$ cat config.mk
export PLATFORM = sky130hd
export DESIGN_NAME = comparison_seq
export DESIGN_NICKNAME = d
export VERILOG_FILES = /design/src/rtl/comparison_seq.sv
export SDC_FILE = /design/constraint.sdc
export NUM_CORES = 1
export LEC_CHECK = 0
export CAP_MARGIN = 15
export CORE_MARGIN = 2
export CORE_UTILIZATION = 37
export DETAILED_ROUTE_END_ITERATION = 10
export GPL_ROUTABILITY_DRIVEN = 0
export HOLD_SLACK_MARGIN = 0.1
export SETUP_SLACK_MARGIN = 0.5
export SLEW_MARGIN = 20
export SYNTH_ARGS = -nofsm -noshare
export SYNTH_HDL_FRONTEND = slang
export SYNTH_SLANG_ARGS = --single-unit
export TNS_END_PERCENT = 1
$ cat constraint.sdc
create_clock -name clk -period 8.03 [get_ports clk]
set_input_delay 1.2045 -clock clk [delete_from_list [all_inputs] [get_ports clk]]
set_output_delay 1.2045 -clock clk [all_outputs]
set_load 0.05 [all_outputs]
$ cat src/rtl/comparison_seq.sv
// comparison_seq
//   Two-stage pipelined comparison unit. Each accepted operand pair is compared
//   by the selected operation. The zero-extended result appears two cycles after
//   the pair is presented, together with a one-cycle valid strobe. Running
//   statistics are kept over the stream: the maximum of all operands seen, and a
//   saturating count of true comparisons.
//
//   Build option: define COMPARISON_SIGNED_EN to treat x, y, max and runMax as
//   two's-complement values. Without it every comparison is unsigned.
//
// Ports
//   clk        rising-edge clock
//   rst_n      asynchronous active-low reset
//   clear      synchronous clear of runMax/hitCount (wins over a same-cycle update)
//   inValid    operand pair valid this cycle
//   x, y       operands
//   operation  0 = x==y, 1 = x>y, 2 = x<y, 3 = max(x,y)
//   outValid   result valid strobe
//   result     comparison result, zero-extended to 2*WIDTH bits
//   runMax     running maximum of all operands since reset/clear
//   hitCount   saturating count of true results for operations 0-2
module comparison_seq #(
  parameter int WIDTH     = 4,
  parameter int CNT_WIDTH = 8
) (
  input  logic                   clk,
  input  logic                   rst_n,
  input  logic                   clear,
  input  logic                   inValid,
  input  logic [WIDTH-1:0]       x,
  input  logic [WIDTH-1:0]       y,
  input  logic [1:0]             operation,
  output logic                   outValid,
  output logic [2*WIDTH-1:0]     result,
  output logic [WIDTH-1:0]       runMax,
  output logic [CNT_WIDTH-1:0]   hitCount
);

`ifdef COMPARISON_SIGNED_EN
  localparam logic [WIDTH-1:0] MIN_VAL = {1'b1, {(WIDTH-1){1'b0}}};

  function automatic logic greater(input logic [WIDTH-1:0] a, input logic [WIDTH-1:0] b);
    return $signed(a) > $signed(b);
  endfunction
`else
  localparam logic [WIDTH-1:0] MIN_VAL = '0;

  function automatic logic greater(input logic [WIDTH-1:0] a, input logic [WIDTH-1:0] b);
    return a > b;
  endfunction
`endif

  logic             s1_valid;
  logic [WIDTH-1:0] s1_x;
  logic [WIDTH-1:0] s1_y;
  logic [1:0]       s1_op;

  logic             cmp_bool;
  logic [WIDTH-1:0] pair_max;
  logic [WIDTH-1:0] new_max;
  logic [2*WIDTH-1:0] cmp_word;
  logic             hit_inc;

  // Stage 1: data registers only move on an accepted pair.
  always_ff @(posedge clk or negedge rst_n) begin
    if (!rst_n) begin
      s1_valid <= 1'b0;
      s1_x     <= '0;
      s1_y     <= '0;
      s1_op    <= '0;
    end else begin
      s1_valid <= inValid;
      if (inValid) begin
        s1_x  <= x;
        s1_y  <= y;
        s1_op <= operation;
      end
    end
  end

  always_comb begin
    // On a tie either operand is the max; y is picked arbitrarily.
    pair_max = greater(s1_x, s1_y) ? s1_x : s1_y;
    new_max  = greater(runMax, pair_max) ? runMax : pair_max;
    unique case (s1_op)
      2'd0:    cmp_bool = (s1_x == s1_y);
      2'd1:    cmp_bool = greater(s1_x, s1_y);
      2'd2:    cmp_bool = greater(s1_y, s1_x);
      default: cmp_bool = 1'b0;
    endcase
    if (s1_op == 2'd3) begin
      cmp_word = {{WIDTH{1'b0}}, pair_max};
    end else begin
      cmp_word = {{(2*WIDTH-1){1'b0}}, cmp_bool};
    end
    hit_inc = s1_valid && (s1_op != 2'd3) && cmp_bool && !(&hitCount);
  end

  // Stage 2: result holds its last value while no sample is in flight.
  always_ff @(posedge clk or negedge rst_n) begin
    if (!rst_n) begin
      outValid <= 1'b0;
      result   <= '0;
    end else begin
      outValid <= s1_valid;
      if (s1_valid) begin
        result <= cmp_word;
      end
    end
  end

  // Statistics: clear discards a coincident stage-2 sample.
  always_ff @(posedge clk or negedge rst_n) begin
    if (!rst_n) begin
      runMax   <= MIN_VAL;
      hitCount <= '0;
    end else if (clear) begin
      runMax   <= MIN_VAL;
      hitCount <= '0;
    end else begin
      if (s1_valid) begin
        runMax <= new_max;
      end
      if (hit_inc) begin
        hitCount <= hitCount + 1'b1;
      end
    end
  end

endmodule

==> results_dict.tcl, run 1 <==
set metrics [dict create \
    antenna_found_initial 0 \
    ios 35 \
    crit_arrival_ns 3.25 \
    crit_required_ns 8.19 \
    post-route-min-period_ns 3.09 \
    crit_slowest_cell "a31oi_1" \
    num_vias 1116 \
    setup_viol 0 \
    vdd_drop_max_v 0.0000730 \
    yosysSeqAreaShare_pct 46.8 \
    start_util_pct 38.0 \
    worst_skew_pair.late_latency_ns 0.26 \
    synthFlopType "dfrtp_1" \
    power-per-cell-area_mw_per_mm2 185 \
    drv_cap 0 \
    n_antenna_cell 0 \
    post_cts_resized 0 \
    synthArstFlopShare_pct 100 \
    grt_util_met1_pct 18.8 \
    critical_path.top_delay_family "compound AO/OA/AOI/OAI gates" \
    die-area_sq_mm 0.00457 \
    chipHeight_microns 67.6 \
    dp.cells 219 \
    hp-class "flip-flop to flip-flop" \
    syn2layout_area_growth_pct 24.8 \
    min_period_over_period_pct 38.4 \
    layout-drive-gt1-share_pct 11.6 \
    critPathLaunchType "flip-flop" \
    grt_max_degree 29 \
    syn-cell-area_sq_mm 0.00150 \
    path_common_cell "nor2_1" \
    leakagePower_nw 0.812 \
    final_cells 222 \
    first_iter_violations 48 \
    synth_area_per_cell_sq_um 10.5 \
    grt_pass1_vias 1159 \
    rsz0062_at_grt "no" \
    clkTransAtPathRegs_ns 0.09 \
    fmax_mhz 324 \
    critPathKind "flip-flop to flip-flop" \
    drcViolationCount 0 \
    clockRootBuffer "clkbuf_8" \
    postRouteAntennaNets 0 \
    grt_use_met3_pct 2.50 \
    finalWirelength_microns 3000 \
    track_usage_pct 14.9 \
    relSlewSlack_pct 59.0 \
    core_sq_mm 0.00394 \
    ys.warnings.count 0 \
    max_stage_delay_ns 0.49 \
    post-place-ws_ns 5.00 \
    clock_tree.buffer_depth 2 \
    gr-total-overflow 0 \
    status "finished clean" \
    netlist_instances 143 \
    ys_ff_latch 28 \
    wire_per_inst_microns 13.5 \
    hold_slack_ns 0.527 \
    skew_ns 0.00285 \
    dp_hpwl_microns 2300 \
    hold_viol_final 0 \
    postCtsSetupRepairBufs 0 \
    drv_slew 0 \
    tns_ns 0 \
    path_buf_inv 1 \
    use_met2_pct 25.4 \
    crit_path_end_kind "flip-flop" \
    first_pass_iters 4 \
    cts_tree "done" \
    globalRoute.busiestLayer "met2" \
    row_count 23 \
    via_per_inst 5.03 \
    grt_pass1_wl_microns 5200 \
    numClockSinks 28 \
    synth_edf_count 0 \
    worstMarginPinSlew_ns 0.612 \
    synthDistinctLibCells 39 \
    num-nets-final 198 \
    h-tree-depth 1 \
    hold_buffers 0 \
    cp_max_fo 6 \
    worstPathCellList "inv_1, ha_1, nor2_1, a211oi_2, nor2_1, mux2_2, ha_1, nand4_1, nand2_1, nand2_1, a31oi_1, nor2_1, a211oi_1" \
    numCtsBuffers 3 \
    fill_cells 367 \
    fp.dieW_microns 67.6 \
    numPortBuffers 30 \
    fin_ws_ns 4.94 \
]
[synthesized netlist by cell type (2+ instances only)]
master,number,area (sq um)
nand2b_1,2,12.5
mux2_2,5,56.3
nand2_1,11,41.3
nand3_1,5,25.0
xnor2_1,4,35.0
mux2i_1,5,50.1
clkbuf_1,2,7.51
a31o_1,3,26.3
a211oi_1,2,15.0
a21oi_1,3,15.0
ha_1,10,125
dfrtp_1,28,701
nor2_1,16,60.1
buf_4,4,30.0
o22ai_1,2,12.5
inv_1,10,37.5
a211oi_2,3,37.5
o21ai_0,6,30.0
nor2b_1,2,12.5
[cells in the final DEF (no fill, tap or decap), types with 2 or more instances in the layout]
cell type,instances
a211oi_2,3
xnor2_1,4
a21oi_1,3
dfrtp_1,28
mux2i_1,5
mux2_2,5
o22ai_1,2
conb_1,4
nor2b_1,2
nand2b_1,2
a31o_1,3
o21ai_0,6
clkdlybuf4s50_1,30
nand3_1,5
inv_1,10
nor2_1,16
clkbuf_8,3
a211oi_1,2
nand2_1,11
ha_1,10
[final cells by class]
| cell class | count | area (sq um) | area share [%] |
|---|---|---|---|
| Tap cell | 50 | 62.6 | 3.35 |
| Sequential cell | 28 | 701 | 37.5 |
| Multi-Input combinational cell | 99 | 716 | 38.3 |
| Timing Repair Buffer | 31 | 308 | 16.5 |
| Clock buffer | 3 | 41.3 | 2.21 |
| Inverter | 11 | 41.3 | 2.21 |
[power by group]
| group | switching (mW) | total [mW] | internal (mW) | leakage [nW] |
|---|---|---|---|---|
| Clock | 0.0399 | 0.0734 | 0.0336 | 0.0216 |
| Sequential | 0.0103 | 0.163 | 0.152 | 0.360 |
| Combinational | 0.0675 | 0.110 | 0.0428 | 0.431 |
| Total | 0.118 | 0.346 | 0.229 | 0.812 |
[final timing paths]
| path | cells after the start | from | slack [ns] | to |
|---|---|---|---|---|
| setup reg to reg | 13 | s1_x[2] | 4.94 | runMax[1] |
| hold / removal | 2 | result[1] | 0.53 | result[1] |
| min in group asynchronous | 2 | rst_n | 1.32 | s1_y[1] |
| setup / recovery | 13 | s1_x[2] | 4.94 | runMax[1] |
| hold reg to reg | 2 | result[1] | 0.53 | result[1] |
| max in group asynchronous | 2 | rst_n | 6.45 | runMax[0] |
[worst reg2reg max path, stage by stage (launching register included)]
cell and delay, ns:
dfrtp_1 0.36, inv_1 0.06, ha_1 0.30, nor2_1 0.12
a211oi_2 0.08, nor2_1 0.28, mux2_2 0.41, ha_1 0.28
nand4_1 0.11, nand2_1 0.09, nand2_1 0.05, a31oi_1 0.49
nor2_1 0.10, a211oi_1 0.25
[registers in the layout, indices dropped and copies added, names as in the netlist]
| register | flops |
|---|---|
| hitCount | 8 |
| result | 4 |
| runMax | 4 |
| s1_x | 4 |
| s1_y | 4 |
| s1_op | 2 |
| outValid | 1 |
| s1_valid | 1 |
[cells by family after synthesis]
kind of cell	after synthesis	synth area share, %
simple gates	43	13.8
mux	10	7.10
other cells	1	0.250
compound gates	28	15.2
buf+inv	19	6.18
flops	28	46.8
xor+xnor	4	2.34
fa+ha+maj	10	8.35
[metrics by stage]
step | instance area [sq um] | utilization (%) | total power [mW]
6_report | 1870 | 47.4 | 0.346
5_1_grt | 1870 | 47.4 | 0.369
4_1_cts | 1870 | 47.4 | 0.351
3_5_place_dp | 1830 | 46.4 | 0.276
3_3_place_gp | 1830 | 46.4 | 0.272
2_1_floorplan | 1510 | - | 0.242
[routing by layer]
metal | wire length (microns) | share of wire, % | up-vias
met4 | 34 | 1.1 | 0
met1 | 1300 | 43 | 535
met5 | 0 | 0 | -
met3 | 135 | 4.5 | 4
met2 | 1530 | 51 | 30
li1 | - | - | 547
No activity file was read; power rests on OpenSTA's default activity.
==> run 2, diff against run 1 <==
clock period = 2.9 ns   (was 8.03 ns; I/O delays follow)
==> results_dict.tcl, run 2 (synthesis results as in run 1) <==
set metrics [dict create \
    power-per-cell-area_mw_per_mm2 518 \
    dp_hpwl_microns 2350 \
    power.internal_mw 0.689 \
    syn2layout_area_growth_pct 36.7 \
    fp.dieW_microns 67.6 \
    status "finished clean" \
    final_common_cell "clkdlybuf4s50_1" \
    hp-class "input pin to async pin" \
    setup_viol 0 \
    min_period_over_period_pct 94.2 \
    fin_util_pct 51.9 \
    crit_required_ns 3.05 \
    postRouteAntennaNets 0 \
    hold_slack_ns 0.528 \
    regMostFlops "hitCount" \
    antenna_found_initial 0 \
    fmax_mhz 366 \
    post-route-min-period_ns 2.73 \
    cp_max_fo 6 \
    mostFrequentLayoutCells "clkdlybuf4s50_1, dfrtp_1, nor2_1" \
    n_antenna_cell 0 \
    rrSetupSlack_ns 0.17 \
    numClockSinks 28 \
    seq_power_share_pct 42.8 \
    grt_max_degree 29 \
    layout-drive-gt1-share_pct 23.5 \
    track_usage_pct 16.7 \
    drv_slew 0 \
    core_sq_mm 0.00394 \
    ios 35 \
    num-nets-final 209 \
    dp.cells 220 \
    swShare_pct 35.1 \
    clkTransAtPathRegs_ns 0.09 \
    path_buf_inv 0 \
    combPwrFrac_pct 37.0 \
    first_iter_violations 72 \
    critPathLaunchType "flip-flop" \
    vdd_drop_max_v 0.000184 \
    numPortBuffers 30 \
    via_per_inst 5.03 \
    worst_skew_pair.late_latency_ns 0.28 \
    clock_tree.buffer_depth 2 \
    largest_register_ffs 8 \
    cts_tree "done" \
    fin_ws_ns 0.168 \
    grt_pass1_vias 1192 \
    drcViolationCount 0 \
    wire_per_inst_microns 14.4 \
    post-place-ws_ns 0.0871 \
    drv_cap 0 \
    crit_slowest_cell "dfrtp_1" \
    rr_startpoint "s1_y[1]" \
    row_count 23 \
    relSlewSlack_pct 60.7 \
    final_cells 233 \
    p_clk_share_pct 20.2 \
    rsz0062_at_grt "yes" \
    hold_buffers 0 \
    rr_worst_depth 12 \
    power.total_mw 1.06 \
    die-area_sq_mm 0.00457 \
    first_pass_iters 4 \
    p_switching_mw 0.372 \
    num_vias 1173 \
    skew_ns 0.00435 \
    worstPathCellList "ha_4, nand2b_4, a211oi_4, nor2_4, mux2i_2, ha_1, nor2b_1, o21ai_1, nand2b_1, a31oi_4, mux2i_1, nor2_1" \
    numCtsBuffers 3 \
    start_util_pct 38.0 \
    crit_path_end_kind "flip-flop" \
    chipHeight_microns 67.6 \
    r2r_end "runMax[0]" \
    hold_viol_final 0 \
    critical_path.top_delay_family "compound AO/OA/AOI/OAI gates" \
    gr-total-overflow 0 \
    finalWirelength_microns 3350 \
    grt_pass1_wl_microns 5640 \
    worstMarginPinSlew_ns 0.588 \
    clockRootBuffer "clkbuf_8" \
    h-tree-depth 1 \
    critPathKind "flip-flop to flip-flop" \
    max_stage_delay_ns 0.43 \
    leakagePower_nw 0.876 \
    crit_arrival_ns 2.88 \
]
## run 2: area by class of cell
type                    instances  area (sq um)
fillers                       335          1900
multi-input cells              99           811
flip-flops and latches         28           701
repair buffers                 42           390
well taps                      50          62.6
clock buffers                   3          41.3
inverters                      11          41.3
## run 2: power by group through the flow
stage | combinational [mW] | clock (mW) | sequential (mW)
floorplan | 0.165 | 0 | 0.515
global placement | 0.313 | 0 | 0.458
detailed placement | 0.322 | 0 | 0.459
CTS | 0.352 | 0.220 | 0.451
global route | 0.426 | 0.239 | 0.459
finish | 0.392 | 0.214 | 0.454
## run 2: what timing repair did
action,CTS,global route
endpoints found under the setup margin,4,4
gates resized for setup,2,12
pin swaps,7,9
buffers inserted,8,2
## run 2: layer usage
| metal | GRT usage, % | share of wire, % | vias up | wire [microns] |
|---|---|---|---|---|
| li1 | - | - | 570 | - |
| met1 | 21.4 | 45 | 572 | 1490 |
| met2 | 28.1 | 50 | 25 | 1680 |
| met3 | 2.50 | 3.6 | 6 | 119 |
| met4 | 6.63 | 1.7 | 0 | 57 |
| met5 | 0 | 0 | - | 0 |
## run 2: worst max path at each step
| stage | cells after the start | to | slack (ns) | start |
|---|---|---|---|---|
| final | 12 | runMax[0] | 0.17 | s1_y[1] |
| after global routing | 12 | runMax[0] | -0.03 | s1_y[1] |
| after CTS | 12 | runMax[0] | 0.17 | s1_y[2] |
| after detailed placement | 13 | runMax[0] | 0.09 | s1_x[2] |
| after global placement | 12 | runMax[3] | 0.18 | s1_y[1] |
| after floorplan | 12 | runMax[3] | 0.33 | s1_y[1] |
## run 2: stage by stage
step | cell area [sq um] | TNS (ns)
2_1_floorplan | 1530 | 0
3_3_place_gp | 1850 | 0
3_5_place_dp | 1850 | 0
4_1_cts | 1960 | 0
5_1_grt | 2050 | -0.0259
6_report | 2050 | 0
==> run 3, diff against run 2 <==
CELL_PAD_IN_SITES_DETAIL_PLACEMENT = 1   (was not set)
CELL_PAD_IN_SITES_GLOBAL_PLACEMENT = 2   (was not set)
CORE_UTILIZATION = 31   (was 37)
PLACE_DENSITY_LB_ADDON = 0.1   (was not set)
==> results_dict.tcl, run 3 (synthesis results as in run 1) <==
set metrics [dict create \
    status "finished clean" \
    power-per-cell-area_mw_per_mm2 531 \
    antenna_found_initial 0 \
    critPathLaunchType "flip-flop" \
    drcViolationCount 0 \
    first_pass_iters 3 \
    rr_startpoint "s1_y[2]" \
    r2r_end "runMax[3]" \
    regMostFlops "hitCount" \
    num-nets-final 212 \
    multi_input_area_sq_um 788 \
    numPortBuffers 30 \
    numCtsBuffers 3 \
    critical_path.top_delay_family "compound AO/OA/AOI/OAI gates" \
    fin_ws_ns 0.205 \
    critPathKind "flip-flop to flip-flop" \
    relSlewSlack_pct 59.8 \
    cp_max_fo 6 \
    clkTransAtPathRegs_ns 0.10 \
    gr-total-overflow 0 \
    crit_path_end_kind "flip-flop" \
    finalWirelength_microns 3770 \
    postRouteAntennaNets 0 \
    chipHeight_microns 73.5 \
    core_sq_mm 0.00469 \
    path_buf_inv 0 \
    regArea_sq_um 701 \
    ios 35 \
    numClockSinks 28 \
    leakagePower_nw 0.895 \
    drv_slew 0 \
    crit_required_ns 3.04 \
    min_period_over_period_pct 92.9 \
    rr_worst_depth 12 \
    hold_buffers 0 \
    crit_slowest_cell "dfrtp_1" \
    clock_tree.buffer_depth 2 \
    clockRootBuffer "clkbuf_8" \
    num_vias 1191 \
    crit_arrival_ns 2.84 \
    wire_per_inst_microns 15.7 \
    die-area_sq_mm 0.00540 \
    worst_skew_pair.late_latency_ns 0.27 \
    first_iter_violations 43 \
    fp.dieW_microns 73.5 \
    worstMarginPinSlew_ns 0.601 \
    row_count 25 \
    mostFrequentLayoutCells "clkdlybuf4s50_1, dfrtp_1, buf_4" \
    cts_tree "done" \
    hold_viol_final 0 \
    h-tree-depth 1 \
    grt_pass1_vias 1274 \
    rsz0062_at_grt "yes" \
    tns_ns 0 \
    vdd_drop_max_v 0.000209 \
    path_common_cell "mux2i_1" \
    post-route-min-period_ns 2.69 \
    fmax_mhz 371 \
    fill_cells 537 \
    grt_max_degree 29 \
    syn2layout_area_growth_pct 37.9 \
    drv_cap 0 \
    final_common_cell "clkdlybuf4s50_1" \
    largest_register_ffs 8 \
    rrSetupSlack_ns 0.21 \
    worstPathCellList "ha_4, nor2_4, a211oi_2, nor2_2, mux2i_1, ha_1, nor2b_1, o21ai_1, nand2b_1, a31oi_4, mux2i_1, nor2_1" \
    dp_hpwl_microns 2710 \
    grt_pass1_wl_microns 6320 \
    hp-class "input pin to async pin" \
    post-place-ws_ns 0.0715 \
    crit_start "s1_y[2]" \
    n_antenna_cell 0 \
    skew_ns 0.00440 \
    setup_viol 0 \
    max_stage_delay_ns 0.44 \
    layout-drive-gt1-share_pct 24.6 \
    start_util_pct 31.9 \
    via_per_inst 4.94 \
    track_usage_pct 15.3 \
]
-- run 3: repair_timing --
item | in CTS | in global routing
buffers inserted | 7 | 5
gates resized for setup | 4 | 7
setup endpoints to repair | 4 | 4
pin swaps | 6 | 7
-- run 3: power breakdown --
part,switching [mW],internal [mW]
sequential,0.0305,0.422
clock,0.123,0.121
combinational,0.219,0.181
-- run 3: worst max-delay path by stage --
stage | cells past startpoint | slack, ns | to
3_5_place_dp | 12 | 0.07 | runMax[3]
6_report | 12 | 0.21 | runMax[3]
2_1_floorplan | 12 | 0.33 | runMax[3]
5_1_grt | 12 | 0.01 | runMax[0]
4_1_cts | 13 | 0.20 | runMax[3]
3_3_place_gp | 13 | 0.14 | runMax[0]
-- run 3: per-stage QoR --
step / hold slack (ns) / utilization (%) / area (sq um) / instances / power, mW
4_1_cts: 0.539 / 42.5 / 1990 / 236 / 1.07
6_report: 0.529 / 44.0 / 2070 / 241 / 1.10
3_3_place_gp: 0.518 / 39.8 / 1870 / 225 / 0.781
3_5_place_dp: 0.524 / 39.8 / 1870 / 225 / 0.792
5_1_grt: 0.561 / 44.0 / 2070 / 241 / 1.17
2_1_floorplan: 0.139 / - / 1530 / 146 / 0.681
-- run 3: area by class of cell --
cell class / instances / share of cell area [%]
Inverter: 11 / 2.00
Tap cell: 54 / 3.27
Clock buffer: 4 / 2.67
Timing Repair Buffer: 45 / 20.0
Sequential cell: 28 / 33.9
Multi-Input combinational cell: 99 / 38.2
-- run 3: per-layer routing --
metal  share of wire [%]  global-route usage (%)
met1                  44                    19.8
met2                  53                    26.8
met3                 3.0                    2.19
met4                0.61                    3.64
met5                   0                       0
